===== src/rtl/uart_arb_pkg.sv =====
// Shared types and constants for the UART APB two-master arbiter.
// Contents:
//   TIMEOUT_DEFAULT : default maximum number of slave ACCESS cycles (0 disables)
//   arb_state_e     : arbiter FSM states
//   mst_idx_t       : index of a master port (0 = CPU, 1 = DMA/boot sequencer)
//   idx_to_onehot   : converts a master index into a 2-bit one-hot grant
package uart_arb_pkg;

  localparam int TIMEOUT_DEFAULT = 16;

  typedef enum logic [1:0] {
    IDLE   = 2'd0,
    SETUP  = 2'd1,
    ACCESS = 2'd2
  } arb_state_e;

  typedef logic mst_idx_t;

  function automatic logic [1:0] idx_to_onehot(input mst_idx_t idx);
    return idx ? 2'b10 : 2'b01;
  endfunction

endpackage


===== src/rtl/uart_arb_rr_pick.sv =====
// Two-way round-robin picker, purely combinational.
// Ports:
//   req        : request vector, bit k = master k wants the slave
//   last_grant : index of the master served most recently
//   gnt        : one-hot winner (00 when nobody requests)
//   valid      : at least one request present
module uart_arb_rr_pick
  import uart_arb_pkg::*;
(
  input  logic [1:0] req,
  input  mst_idx_t   last_grant,
  output logic [1:0] gnt,
  output logic       valid
);

  always_comb begin
    // NOTE: every always_comb output gets a default first, so no path can infer a latch.
    gnt = req;
    // On a tie the master that was not served last wins.
    if (req == 2'b11) begin
      gnt = idx_to_onehot(~last_grant);
    end
  end

  assign valid = |req;

endmodule


===== src/rtl/uart_apb_arbiter.sv =====
// Two-master APB arbiter in front of the UART APB slave register port.
// Master 0 is the CPU, master 1 the DMA/boot sequencer. The granted transfer is
// replayed on the slave side with clean SETUP/ACCESS phasing; the response goes
// back only to the granted master. A hung slave is cut off after TIMEOUT ACCESS
// cycles with an error response (TIMEOUT = 0 disables this).
// Ports:
//   pclk_i, prst_ni                 : clock, asynchronous active-low reset
//   m{0,1}_psel/penable/pwrite_i    : master APB control
//   m{0,1}_paddr_i, m{0,1}_pwdata_i : master address and write data
//   m{0,1}_prdata_o/pready_o/pslverr_o : master response
//   s_psel/penable/pwrite_o, s_paddr_o, s_pwdata_o : slave request
//   s_prdata_i, s_pready_i, s_pslverr_i            : slave response
//   grant_o                         : one-hot owner of the current transfer, 00 when idle
module uart_apb_arbiter
  import uart_arb_pkg::*;
#(
  parameter int AW      = 12,
  parameter int DW      = 32,
  parameter int TIMEOUT = TIMEOUT_DEFAULT
) (
  input  logic          pclk_i,
  input  logic          prst_ni,
  input  logic          m0_psel_i,
  input  logic          m0_penable_i,
  input  logic          m0_pwrite_i,
  input  logic [AW-1:0] m0_paddr_i,
  input  logic [DW-1:0] m0_pwdata_i,
  output logic [DW-1:0] m0_prdata_o,
  output logic          m0_pready_o,
  output logic          m0_pslverr_o,
  input  logic          m1_psel_i,
  input  logic          m1_penable_i,
  input  logic          m1_pwrite_i,
  input  logic [AW-1:0] m1_paddr_i,
  input  logic [DW-1:0] m1_pwdata_i,
  output logic [DW-1:0] m1_prdata_o,
  output logic          m1_pready_o,
  output logic          m1_pslverr_o,
  output logic          s_psel_o,
  output logic          s_penable_o,
  output logic          s_pwrite_o,
  output logic [AW-1:0] s_paddr_o,
  output logic [DW-1:0] s_pwdata_o,
  input  logic [DW-1:0] s_prdata_i,
  input  logic          s_pready_i,
  input  logic          s_pslverr_i,
  output logic [1:0]    grant_o
);

  localparam int CW = (TIMEOUT > 1) ? $clog2(TIMEOUT) : 1;

  arb_state_e    state;
  mst_idx_t      last_grant;
  logic [CW-1:0] count;

  logic [1:0]    pick_gnt;
  logic          pick_valid;
  logic          win_write;
  logic [AW-1:0] win_addr;
  logic [DW-1:0] win_wdata;
  logic          tmo_hit;
  logic          done;
  logic          timed_out;
  logic [DW-1:0] rsp_rdata;
  logic          rsp_err;

  // A request counts in either APB phase, so penable carries no information here.
  logic unused_penable;
  assign unused_penable = m0_penable_i ^ m1_penable_i;

  uart_arb_rr_pick u_pick (
    .req        ({m1_psel_i, m0_psel_i}),
    .last_grant (last_grant),
    .gnt        (pick_gnt),
    .valid      (pick_valid)
  );

  always_comb begin
    win_write = m0_pwrite_i;
    win_addr  = m0_paddr_i;
    win_wdata = m0_pwdata_i;
    if (pick_gnt[1]) begin
      win_write = m1_pwrite_i;
      win_addr  = m1_paddr_i;
      win_wdata = m1_pwdata_i;
    end
  end

  // The counter holds the number of ACCESS cycles already spent, so the
  // TIMEOUT-th ACCESS cycle is the one where it equals TIMEOUT-1.
  assign tmo_hit   = (TIMEOUT != 0) && (count == CW'(TIMEOUT - 1));
  assign done      = (state == ACCESS) && (s_pready_i || tmo_hit);
  // A real slave response in the last allowed cycle beats the timeout.
  assign timed_out = done && !s_pready_i;
  assign rsp_rdata = timed_out ? '0 : s_prdata_i;
  assign rsp_err   = timed_out | s_pslverr_i;

  // The response is steered only to the granted master; the other sees zeros.
  always_comb begin
    m0_pready_o  = done && grant_o[0];
    m1_pready_o  = done && grant_o[1];
    m0_prdata_o  = m0_pready_o ? rsp_rdata : '0;
    m1_prdata_o  = m1_pready_o ? rsp_rdata : '0;
    m0_pslverr_o = m0_pready_o && rsp_err;
    m1_pslverr_o = m1_pready_o && rsp_err;
  end

  // Address, data and write are only reloaded on a new grant, so they stay
  // stable from SETUP through completion and linger unchanged in IDLE.
  always_ff @(posedge pclk_i or negedge prst_ni) begin
    if (!prst_ni) begin
      state       <= IDLE;
      last_grant  <= 1'b1;
      grant_o     <= 2'b00;
      count       <= '0;
      s_psel_o    <= 1'b0;
      s_penable_o <= 1'b0;
      s_pwrite_o  <= 1'b0;
      s_paddr_o   <= '0;
      s_pwdata_o  <= '0;
    end else begin
      // NOTE: all state uses non-blocking assignments so every register sees pre-edge values.
      unique case (state)
        IDLE: begin
          if (pick_valid) begin
            grant_o    <= pick_gnt;
            s_pwrite_o <= win_write;
            s_paddr_o  <= win_addr;
            s_pwdata_o <= win_wdata;
            s_psel_o   <= 1'b1;
            state      <= SETUP;
          end
        end
        SETUP: begin
          s_penable_o <= 1'b1;
          state       <= ACCESS;
        end
        ACCESS: begin
          if (done) begin
            last_grant  <= grant_o[1];
            grant_o     <= 2'b00;
            count       <= '0;
            s_psel_o    <= 1'b0;
            s_penable_o <= 1'b0;
            state       <= IDLE;
          end else begin
            count <= count + CW'(1);
          end
        end
        default: state <= IDLE;
      endcase
    end
  end

endmodule


===== config.mk =====
export PLATFORM = sky130hd
export DESIGN_NAME = uart_apb_arbiter
export DESIGN_NICKNAME = d
export VERILOG_FILES = /design/src/rtl/uart_arb_pkg.sv /design/src/rtl/uart_arb_rr_pick.sv /design/src/rtl/uart_apb_arbiter.sv
export SDC_FILE = /design/constraint.sdc
export NUM_CORES = 1
export LEC_CHECK = 0
export BUFFER_PORTS_ARGS = -buffer_cell sky130_fd_sc_hd__buf_4
export CAP_MARGIN = 30
export CORE_UTILIZATION = 29
export CTS_CLUSTER_DIAMETER = 50
export DETAILED_ROUTE_END_ITERATION = 7
export SLEW_MARGIN = 15
export SYNTH_ARGS = -nofsm -noshare
export SYNTH_HDL_FRONTEND = slang
export SYNTH_SLANG_ARGS = --single-unit

===== constraint.sdc =====
create_clock -name pclk_i -period 3.2 [get_ports pclk_i]
set_input_delay 0.32 -clock pclk_i [delete_from_list [all_inputs] [get_ports pclk_i]]
set_output_delay 0.32 -clock pclk_i [all_outputs]
set_load 0.005 [all_outputs]

==> impl_results.md <==
- Outcome: finished clean
- Root buf cell: clkbuf_16
- Total track usage: 0.146
- Multi-input logic area: 1980 µm²
- Max VDD drop: around 0.00028 V
- Largest net degree at the start of global routing: between 50 and 60
- Hold buffer count at CTS: 0
- H-tree depth: 2
- DRC: 0
- Synth warn: 0
- Worst Slack Setup Final: 0.704 ns
- Final core occ: 0.469
- Compound-Gate Fraction of Synth Area: 0.0304
- DR vias: 2897
- CP required: roughly 2.9 ns
- Gpl congestion: 0.744
- Remaining Overflow, GRT: 0
- Placed Area: approximately 5500 µm²
- Placed cells: 653
- Routed wire length: 9.48 mm
- TritonCTS clock tree: yes
- Setup WS pre-CTS: between 1 and 1.5 ns
- Unique masters post-synth: 30
- Drt pass-1 iters: 4
- CTS-repair resized insts: 0
- RSZ-0062 raised after global routing: false
- Simple-Gate Fraction of Synth Area: 0.148
- Clk sink count: 56
- Io pins: between 200 and 250
- Post-route cell area: between 5000 and 6000 µm²
- Kind of critical path: reg2out
- Final std cells w/o fill: 661
- FF+latch count, synth: 56
- # fillers: roughly 1.1k
- Crit path capture type: output pin
- Post-CTS setup buffers: 0
- Clock Latency Late Sink: between 0.2 and 0.3 ns
- CP Max Fanout: 32
- Part of the cycle the worst path needs: 0.780
- Die X: about 110 µm
- Min cycle time layout: about 2.5 ns
- Die Ht: 113 µm
- CP cell instances: nor2b_1, and3_1, and2_1, buf_4
- Sequential cell area: approximately 1400 µm²
- Ant diodes: 0
- Gate Count Post-Synth: around 280
- Syn avg cell area: between 10 and 15 µm²
- Startpoint Class: flip-flop
- Core Region: about 12000 µm²
- Total negative slack: 0 ns
- Clock Pin Slew Worst Setup and Hold Paths: 0.07 ns
- Fmax: roughly 400 MHz
- Mux cell area share after synthesis: 0.375
- Register area share after synthesis: 0.396
- Initial Util: 0.296
- Slew Viols, Final: 0
- Total CTS buffers: 5
- First-pass GRT wire length: 14.6 mm
- Port Buffers: about 240
- Slew margin rel.: 0.476
- WL/cell: between 10 and 15 µm
- Clock Skew: around 0.0036 ns
- Largest family of logic cells by synthesized area: multiplexers
- Adder-Cell Fraction of Synth Area: 0.00353
- Initial antenna violation count: 0
- Endpoints failing setup: 0
- Pleak: 2.97 nW
- Clk buf depth: 2
- Synth-to-Final Area Change: 58.3%
- Xor/xnor cell area share of the yosys netlist: 0
- PwrDens: 691 nW/µm²
- Post-route ant nets: 0
- Worst-Margin Slew: slightly below 0.8 ns
- NumNets Final: roughly 640
- Vias in the first global route: about 3.0k
- CP max-delay cell: and3_1
- Slowest stage delay, CP: roughly 0.7 ns
- Initial DRC count: 54
- Final-report hold violation count: 0
- Max-cap violations: 0
- Row count: 40
- Mapped Nets: 408
- Total power: about 3.9 mW
- Routed vias/inst: 4.38
- Hold slack final: 0.0846 ns
- Worst endpoint data arrival time: between 2 and 2.5 ns
- Worst hold path type: in2async
- Layout cell share with drive strength beyond 1: 0.677
- Synthesized area: between 3000 and 4000 µm²
- Die Area: between 10000 and 15000 µm²
- Final HPWL DP: 7.49 mm
-- sequential cells by signal (all words and copies together) (netlist names) --
signal / count
count: 4
state: 2
s_pwrite_o: 1
s_pwdata_o: 32
s_paddr_o: 12
s_psel_o: 1
s_penable_o: 1
grant_o: 2
last_grant: 1
-- cells in the final DEF (no fill, tap or decap), types with 2 or more instances in the layout --
cell type  count
buf_4        247
mux2_4        78
and2_1        66
dfrtp_1       55
mux2_2        13
inv_1          5
nand2_1        5
clkbuf_16      5
nor2_1         4
a21oi_1        4
nand2b_1       3
o21ai_0        3
a31oi_1        2
nor3_1         2
and3_1         2
nand3_1        2
o32ai_1        2
clkbuf_1       2
-- worst max-delay path: cells and delay by family, from the launching register on --
family                 cells  cell delay [ns]
buffers and inverters      1             0.11
AND/OR/NAND/NOR            3             1.25
flip-flops                 1             0.53
-- report_power, final --
part / total [mW] / switching (mW) / internal, mW
Combinational: 1.99 / 0.675 / 1.32
Sequential: 1.33 / 0.255 / 1.08
Clock: 0.550 / 0.237 / 0.313
Total: 3.88 / 1.17 / 2.71
-- area by class of cell --
type,instances,area share
flip-flops and latches,56,0.250
repair buffers,248,0.334
well taps,147,0.0328
clock buffers,8,0.0261
inverters,5,0.00335
multi-input cells,197,0.353
-- final timing paths --
check	start	slack, ns	depth (start not counted)	to
setup / recovery	state[1]	0.70	4	m1_prdata_o[30]
hold / removal	prst_ni	0.08	1	s_paddr_o[0]
setup reg to reg	last_grant	1.16	4	s_pwdata_o[0]
hold reg to reg	s_penable_o	0.50	2	s_penable_o
max in group asynchronous	prst_ni	2.64	1	s_paddr_o[4]
min in group pclk_i	s_pready_i	0.28	2	count[2]
-- routing by layer --
layer | share of wire | global-route usage | vias up
met5 | 0 | 0 | -
met4 | 0.010 | 0.0391 | 0
met3 | 0.073 | 0.0324 | 7
met2 | 0.53 | 0.271 | 146
met1 | 0.39 | 0.168 | 1333
li1 | - | - | 1411
-- Yosys cell counts (all sizes together) --
cell,n,area [µm²]
mux2,91,1320
and2,66,413
dfrtp,55,1380
buf,12,125
clkbuf,7,26.3
inv,5,18.8
nand2,5,18.8
a21oi,4,20.0
nor2,4,15.0
nand2b,3,18.8
nor3,3,15.0
o21ai,3,15.0
a31oi,2,12.5
and3,2,12.5
nand3,2,10.0
o32ai,2,17.5
a211o,1,8.76
a211oi,1,7.51
a21bo,1,10.0
a21o,1,7.51
dfstp,1,26.3
ha,1,12.5
mux2i,1,10.0
nor2b,1,6.26
nor3b,1,7.51
nor4,1,6.26
o22a,1,8.76
-- kinds of logic (layout without fill, tap and decap cells) --
logic type / count (synthesis) / count (layout)
AO/OA/AOI/OAI: 16 / 16
multiplexers: 92 / 92
adder cells (fa/ha/maj): 1 / 1
buffers and inverters: 24 / 261
AND/OR/NAND/NOR: 88 / 88
flip-flops: 56 / 56
Power figures use the tool's default switching activity.
